$ cat src/rtl/tia_hmove_controller.sv
// HMOVE sequencer: holds the HM registers, runs the motion counter and issues extra object clocks.
// Latency: hmove arms next clk; extra_clk pulses are registered and appear the clk after a motion tick.
// Backpressure: none; strobes are always accepted, and writes or hmove during a sequence retarget it on the fly.
module tia_hmove_controller #(
   parameter int NUM_OBJ = 5,
   parameter int CNT_W   = 4
) (
   input  logic                     clk,
   input  logic                     reset,
   input  logic                     motck_tick,
   input  logic                     hmove,
   input  logic                     hm_we,
   input  logic [2:0]               hm_sel,
   input  logic [CNT_W-1:0]         hm_wdata,
   input  logic                     hmclr,
   output logic [NUM_OBJ-1:0]       extra_clk,
   output logic                     sec,
   output logic                     busy,
   output logic [NUM_OBJ*CNT_W-1:0] hm_out
);

   typedef enum logic [1:0] {
      ST_IDLE   = 2'd0,
      ST_ARMED  = 2'd1,
      ST_MOVING = 2'd2
   } state_t;

   // Flipping the sign bit maps the signed motion value onto the unsigned counter range.
   localparam logic [CNT_W-1:0] KEY_FLIP = {1'b1, {(CNT_W-1){1'b0}}};
   localparam logic [CNT_W-1:0] CNT_MAX  = {CNT_W{1'b1}};
   localparam logic [CNT_W-1:0] CNT_ONE  = {{(CNT_W-1){1'b0}}, 1'b1};

   state_t                          state_q, state_d;
   logic [CNT_W-1:0]                cnt_q, cnt_d;
   logic [NUM_OBJ-1:0]              en_q, en_d;
   logic [NUM_OBJ-1:0]              pulse_q, pulse_d;
   logic [NUM_OBJ-1:0][CNT_W-1:0]   hm_q, hm_d;

   // Next-state logic: HM register updates plus the arm/move sequencing.
   always_comb begin
      state_d = state_q;
      cnt_d   = cnt_q;
      en_d    = en_q;
      pulse_d = '0;
      hm_d    = hm_q;

      // A clear overrides a same-cycle write; out-of-range selects match no object.
      if (hmclr) begin
         hm_d = '0;
      end else if (hm_we) begin
         for (int i = 0; i < NUM_OBJ; i++) begin
            if (hm_sel == 3'(i)) begin
               hm_d[i] = hm_wdata;
            end
         end
      end

      case (state_q)
         ST_IDLE: begin
            if (hmove) begin
               state_d = ST_ARMED;
            end
         end
         ST_ARMED: begin
            // The arming tick only loads the counter; it never pulses.
            if (motck_tick) begin
               state_d = ST_MOVING;
               cnt_d   = CNT_MAX;
               en_d    = '1;
            end
         end
         ST_MOVING: begin
            if (motck_tick) begin
               for (int i = 0; i < NUM_OBJ; i++) begin
                  if (en_q[i] && ((hm_q[i] ^ KEY_FLIP) == cnt_q)) begin
                     en_d[i] = 1'b0;
                  end else if (en_q[i]) begin
                     pulse_d[i] = 1'b1;
                  end
               end
               if (cnt_q == '0) begin
                  state_d = ST_IDLE;
               end else begin
                  cnt_d = cnt_q - CNT_ONE;
               end
            end
            // Retrigger: the current tick is still evaluated, then we wait to re-arm.
            if (hmove) begin
               state_d = ST_ARMED;
            end
         end
         default: begin
            state_d = ST_IDLE;
         end
      endcase
   end

   // State registers with synchronous reset; reset drops any pending pulse immediately.
   always_ff @(posedge clk) begin
      if (reset) begin
         state_q <= ST_IDLE;
         cnt_q   <= '0;
         en_q    <= '0;
         pulse_q <= '0;
         hm_q    <= '0;
      end else begin
         state_q <= state_d;
         cnt_q   <= cnt_d;
         en_q    <= en_d;
         pulse_q <= pulse_d;
         hm_q    <= hm_d;
      end
   end

   assign extra_clk = pulse_q;
   assign busy      = (state_q != ST_IDLE);
   assign sec       = (state_q == ST_ARMED) || (state_q == ST_MOVING);
   assign hm_out    = hm_q;

endmodule

$ cat config.mk
export PLATFORM = sky130hd
export DESIGN_NAME = tia_hmove_controller
export DESIGN_NICKNAME = d
export VERILOG_FILES = /design/src/rtl/tia_hmove_controller.sv
export SDC_FILE = /design/constraint.sdc
export NUM_CORES = 1
export LEC_CHECK = 0
export CAP_MARGIN = 25
export CORE_ASPECT_RATIO = 1.2
export CORE_MARGIN = 5
export CORE_UTILIZATION = 45
export CTS_CLUSTER_DIAMETER = 60
export DETAILED_ROUTE_END_ITERATION = 10
export PLACE_DENSITY = 0.75
export SLEW_MARGIN = 15
export SYNTH_ARGS = -nofsm -noshare
export SYNTH_HDL_FRONTEND = slang
export SYNTH_SLANG_ARGS = --single-unit
$ cat constraint.sdc
create_clock -name clk -period 1.4 [get_ports clk]
set_input_delay 0.28 -clock clk [delete_from_list [all_inputs] [get_ports clk]]
set_output_delay 0.28 -clock clk [all_outputs]
set_load 0.005 [all_outputs]
==> flow_metrics.env <==
export IMPL_dpl_cell_count=291
export IMPL_wirelength_um=4390
export IMPL_ant_nets=0
export IMPL_cts_buffer_depth=2
export IMPL_leakage_nw=1.31
export IMPL_drc=0
export IMPL_antenna_found_initial=0
export IMPL_endpoint_kind="output port"
export IMPL_drtIter0Drc=61
export IMPL_max_freq_ghz=0.733
export IMPL_start_util=0.463
export IMPL_timing_setup_tns_ns=0
export IMPL_max_cap_violations=0
export IMPL_vias=1548
export IMPL_synthArstFlopShare=0
export IMPL_yosysMostFrequentCell="dfxtp_1"
export IMPL_finalPower_mw=2.48
export IMPL_synth_edf_count=0
export IMPL_diodes=0
export IMPL_coreArea_um2=3940
export IMPL_seqPwrFrac=0.455
export IMPL_die_w_um=68.1
export IMPL_grt_usage=0.181
export IMPL_first_pass_iters=4
export IMPL_synth_nets=202
export IMPL_drive_above_1_share=0.355
export IMPL_grt_max_degree=21
export IMPL_fin_crit_sh=0.974
export IMPL_dieArea_um2=5430
export IMPL_power_internal_mw=1.77
export IMPL_tightest_slew_ns=0.370
export IMPL_swShare=0.284
export IMPL_clkPwrFrac=0.281
export IMPL_synth_main_ff_cell="dfxtp_1"
export IMPL_path_class="reg -> out"
export IMPL_place_hpwl_um=3280
export IMPL_maxSlewHeadroom=0.754
export IMPL_cts_tree="built"
export IMPL_finalSetupViolCount=0
export IMPL_wl_per_cell_um=14.4
export IMPL_period_needed_ns=1.36
export IMPL_slowest_stage="clkdlybuf4s50_1"
export IMPL_fill_cells=323
export IMPL_hold_path_class="in -> reg"
export IMPL_p_sw_uw=706
export IMPL_root_buffer="clkbuf_8"
export IMPL_synthDistinctLibCells=40
export IMPL_ys_seq_elements=36
export IMPL_drv_slew=0
export IMPL_fp_row_count=25
export IMPL_startpoint_type="register"
export IMPL_rsz0062_at_grt="false"
export IMPL_ys_seq_area_frac=0.395
export IMPL_crit_arrival_ns=1.08
export IMPL_viasPerCell=5.08
export IMPL_yosys_top_cells_area="dfxtp_1 (40%), mux2i_1 (12%), nor2_1 (5.6%)"
export IMPL_synth_area_per_cell_um2=9.91
export IMPL_stdcell_count=305
export IMPL_synth_warnings=0
export IMPL_worstPathCellList="clkdlybuf4s50_1"
export IMPL_cp_buffers_inverters=1
export IMPL_power_density_nw_per_um2=935
export IMPL_status="finished clean"
export IMPL_dieHeight_um=79.7
export IMPL_grt_pass1_vias=1586
export IMPL_synth_common_cells="dfxtp_1 (36), nor2_1 (27), mux2i_1 (22), xor2_1 (11), xnor2_1 (9)"
export IMPL_critical_path_top_delay_family="buffers and inverters"
export IMPL_yosysTopAreaCell="dfxtp_1"
export IMPL_syn_area_um2=1820
export IMPL_crit_fanout=1
export IMPL_grt_first_pass_wirelength_um=7400
export IMPL_gp_congestion=0.869
export IMPL_htreeDepth=2
export IMPL_yosysTopAreaCellShare=0.395
export IMPL_ir_drop_mv=0.649
export IMPL_clock_latency_ns=0.29
export IMPL_nNetsFinal=269
export IMPL_cts_num_sinks=36
export IMPL_finalHoldViolCount=0
export IMPL_ioPinCount=40
export IMPL_comb_power_share=0.264
export IMPL_numPortBuffers=39
export IMPL_netlist_instances=184
export IMPL_grt_overflow=0
export IMPL_critPathRequiredTime_ns=1.12
export IMPL_clk_pin_slew_ns=0.07
export IMPL_syn_to_final_growth_pct=45.4
export IMPL_fin_skew_ns=0.00257
export IMPL_numCtsBuffers=5
export IMPL_cpPeakStageDelay_ns=0.49
[cell families (layout without fill, tap and decap cells)]
family	count (synthesis)	after routing	share of synthesized area
AOI/OAI and AO/OA	18	18	0.0748
adders and majority gates	5	5	0.0343
xor gates and xnor gates	20	20	0.0960
buffers and inverters	18	85	0.0562
and+or+nand+nor	65	65	0.223
DFF	36	36	0.395
muxes	22	22	0.121
[area by class of cell]
class / count / area (um2) / area share
Inverter: 5 / 18.8 / 0.00708
Clock inverter: 1 / 5.00 / 0.00189
Multi-Input combinational cell: 130 / 1070 / 0.402
Sequential cell: 36 / 752 / 0.283
Tap cell: 54 / 67.6 / 0.0255
Timing Repair Buffer: 73 / 671 / 0.253
Clock buffer: 6 / 72.6 / 0.0274
[cells in the final DEF (no fill, tap or decap), types with 5 or more instances in the layout]
cell / n
dlygate4sd2_1: 17
buf_4: 31
clkdlybuf4s50_1: 9
xor2_1: 11
mux2i_1: 21
clkbuf_8: 5
xnor2_1: 9
dfxtp_2: 25
dlymetal6s2s_1: 11
nand2_1: 5
nor2_1: 27
a21oi_1: 5
nand2b_1: 5
dfxtp_1: 11
[power by group through the flow]
stage	Clock, mW	Combinational (mW)	Sequential [mW]
2_1_floorplan	0	0.400	1.12
5_1_grt	0.769	0.723	1.14
3_5_place_dp	0	0.627	1.15
4_1_cts	0.711	0.626	1.13
6_report	0.697	0.654	1.13
3_3_place_gp	0	0.616	1.15
[timing repair]
item / CTS / global route
hold endpoints to repair: 0 / 0
hold buffers: 0 / 0
pin swaps: 2 / 1
setup endpoints to repair: 37 / 29
setup buffers: 7 / 0
resized for setup: 52 / 22
[per-stage QoR]
| step | setup slack (ns) | utilization | hold WS (ns) | instance area, um2 |
|---|---|---|---|---|
| 2_1_floorplan | 0.0116 | - | 0.424 | 1830 |
| 3_3_place_gp | -0.311 | 0.616 | 0.455 | 2430 |
| 5_1_grt | 0.000247 | 0.673 | 0.494 | 2650 |
| 3_5_place_dp | -0.294 | 0.616 | 0.461 | 2430 |
| 4_1_cts | 0.00123 | 0.650 | 0.471 | 2560 |
| 6_report | 0.0365 | 0.673 | 0.424 | 2650 |
[metal layers]
| layer | vias to the layer above | GRT usage | wire [um] |
|---|---|---|---|
| met5 | - | 0 | 0 |
| met4 | 0 | 0.0517 | 72 |
| met3 | 9 | 0.0620 | 200 |
| met2 | 39 | 0.298 | 2180 |
| met1 | 726 | 0.218 | 1940 |
| li1 | 774 | - | - |
[final timing paths]
kind | start | endpoint | slack, ns | cells past startpoint
max reg2reg | cnt_q[0]$_SDFFE_PP0P_ | state_q[0]$_SDFFE_PP0P_ | 0.05 | 5
min | motck_tick | cnt_q[2]$_SDFFE_PP0P_ | 0.42 | 4
min reg2reg | en_q[1]$_SDFFE_PP0P_ | en_q[1]$_SDFFE_PP0P_ | 0.47 | 1
max | extra_clk[3]$_SDFF_PP0_ | extra_clk[3] | 0.04 | 1
[sequential cells by signal (all words and copies together), names as in the netlist]
name,cells
extra_clk,5
state_q,2
en_q,5
hm_out,20
cnt_q,4
(Power assumes the default switching activity.)
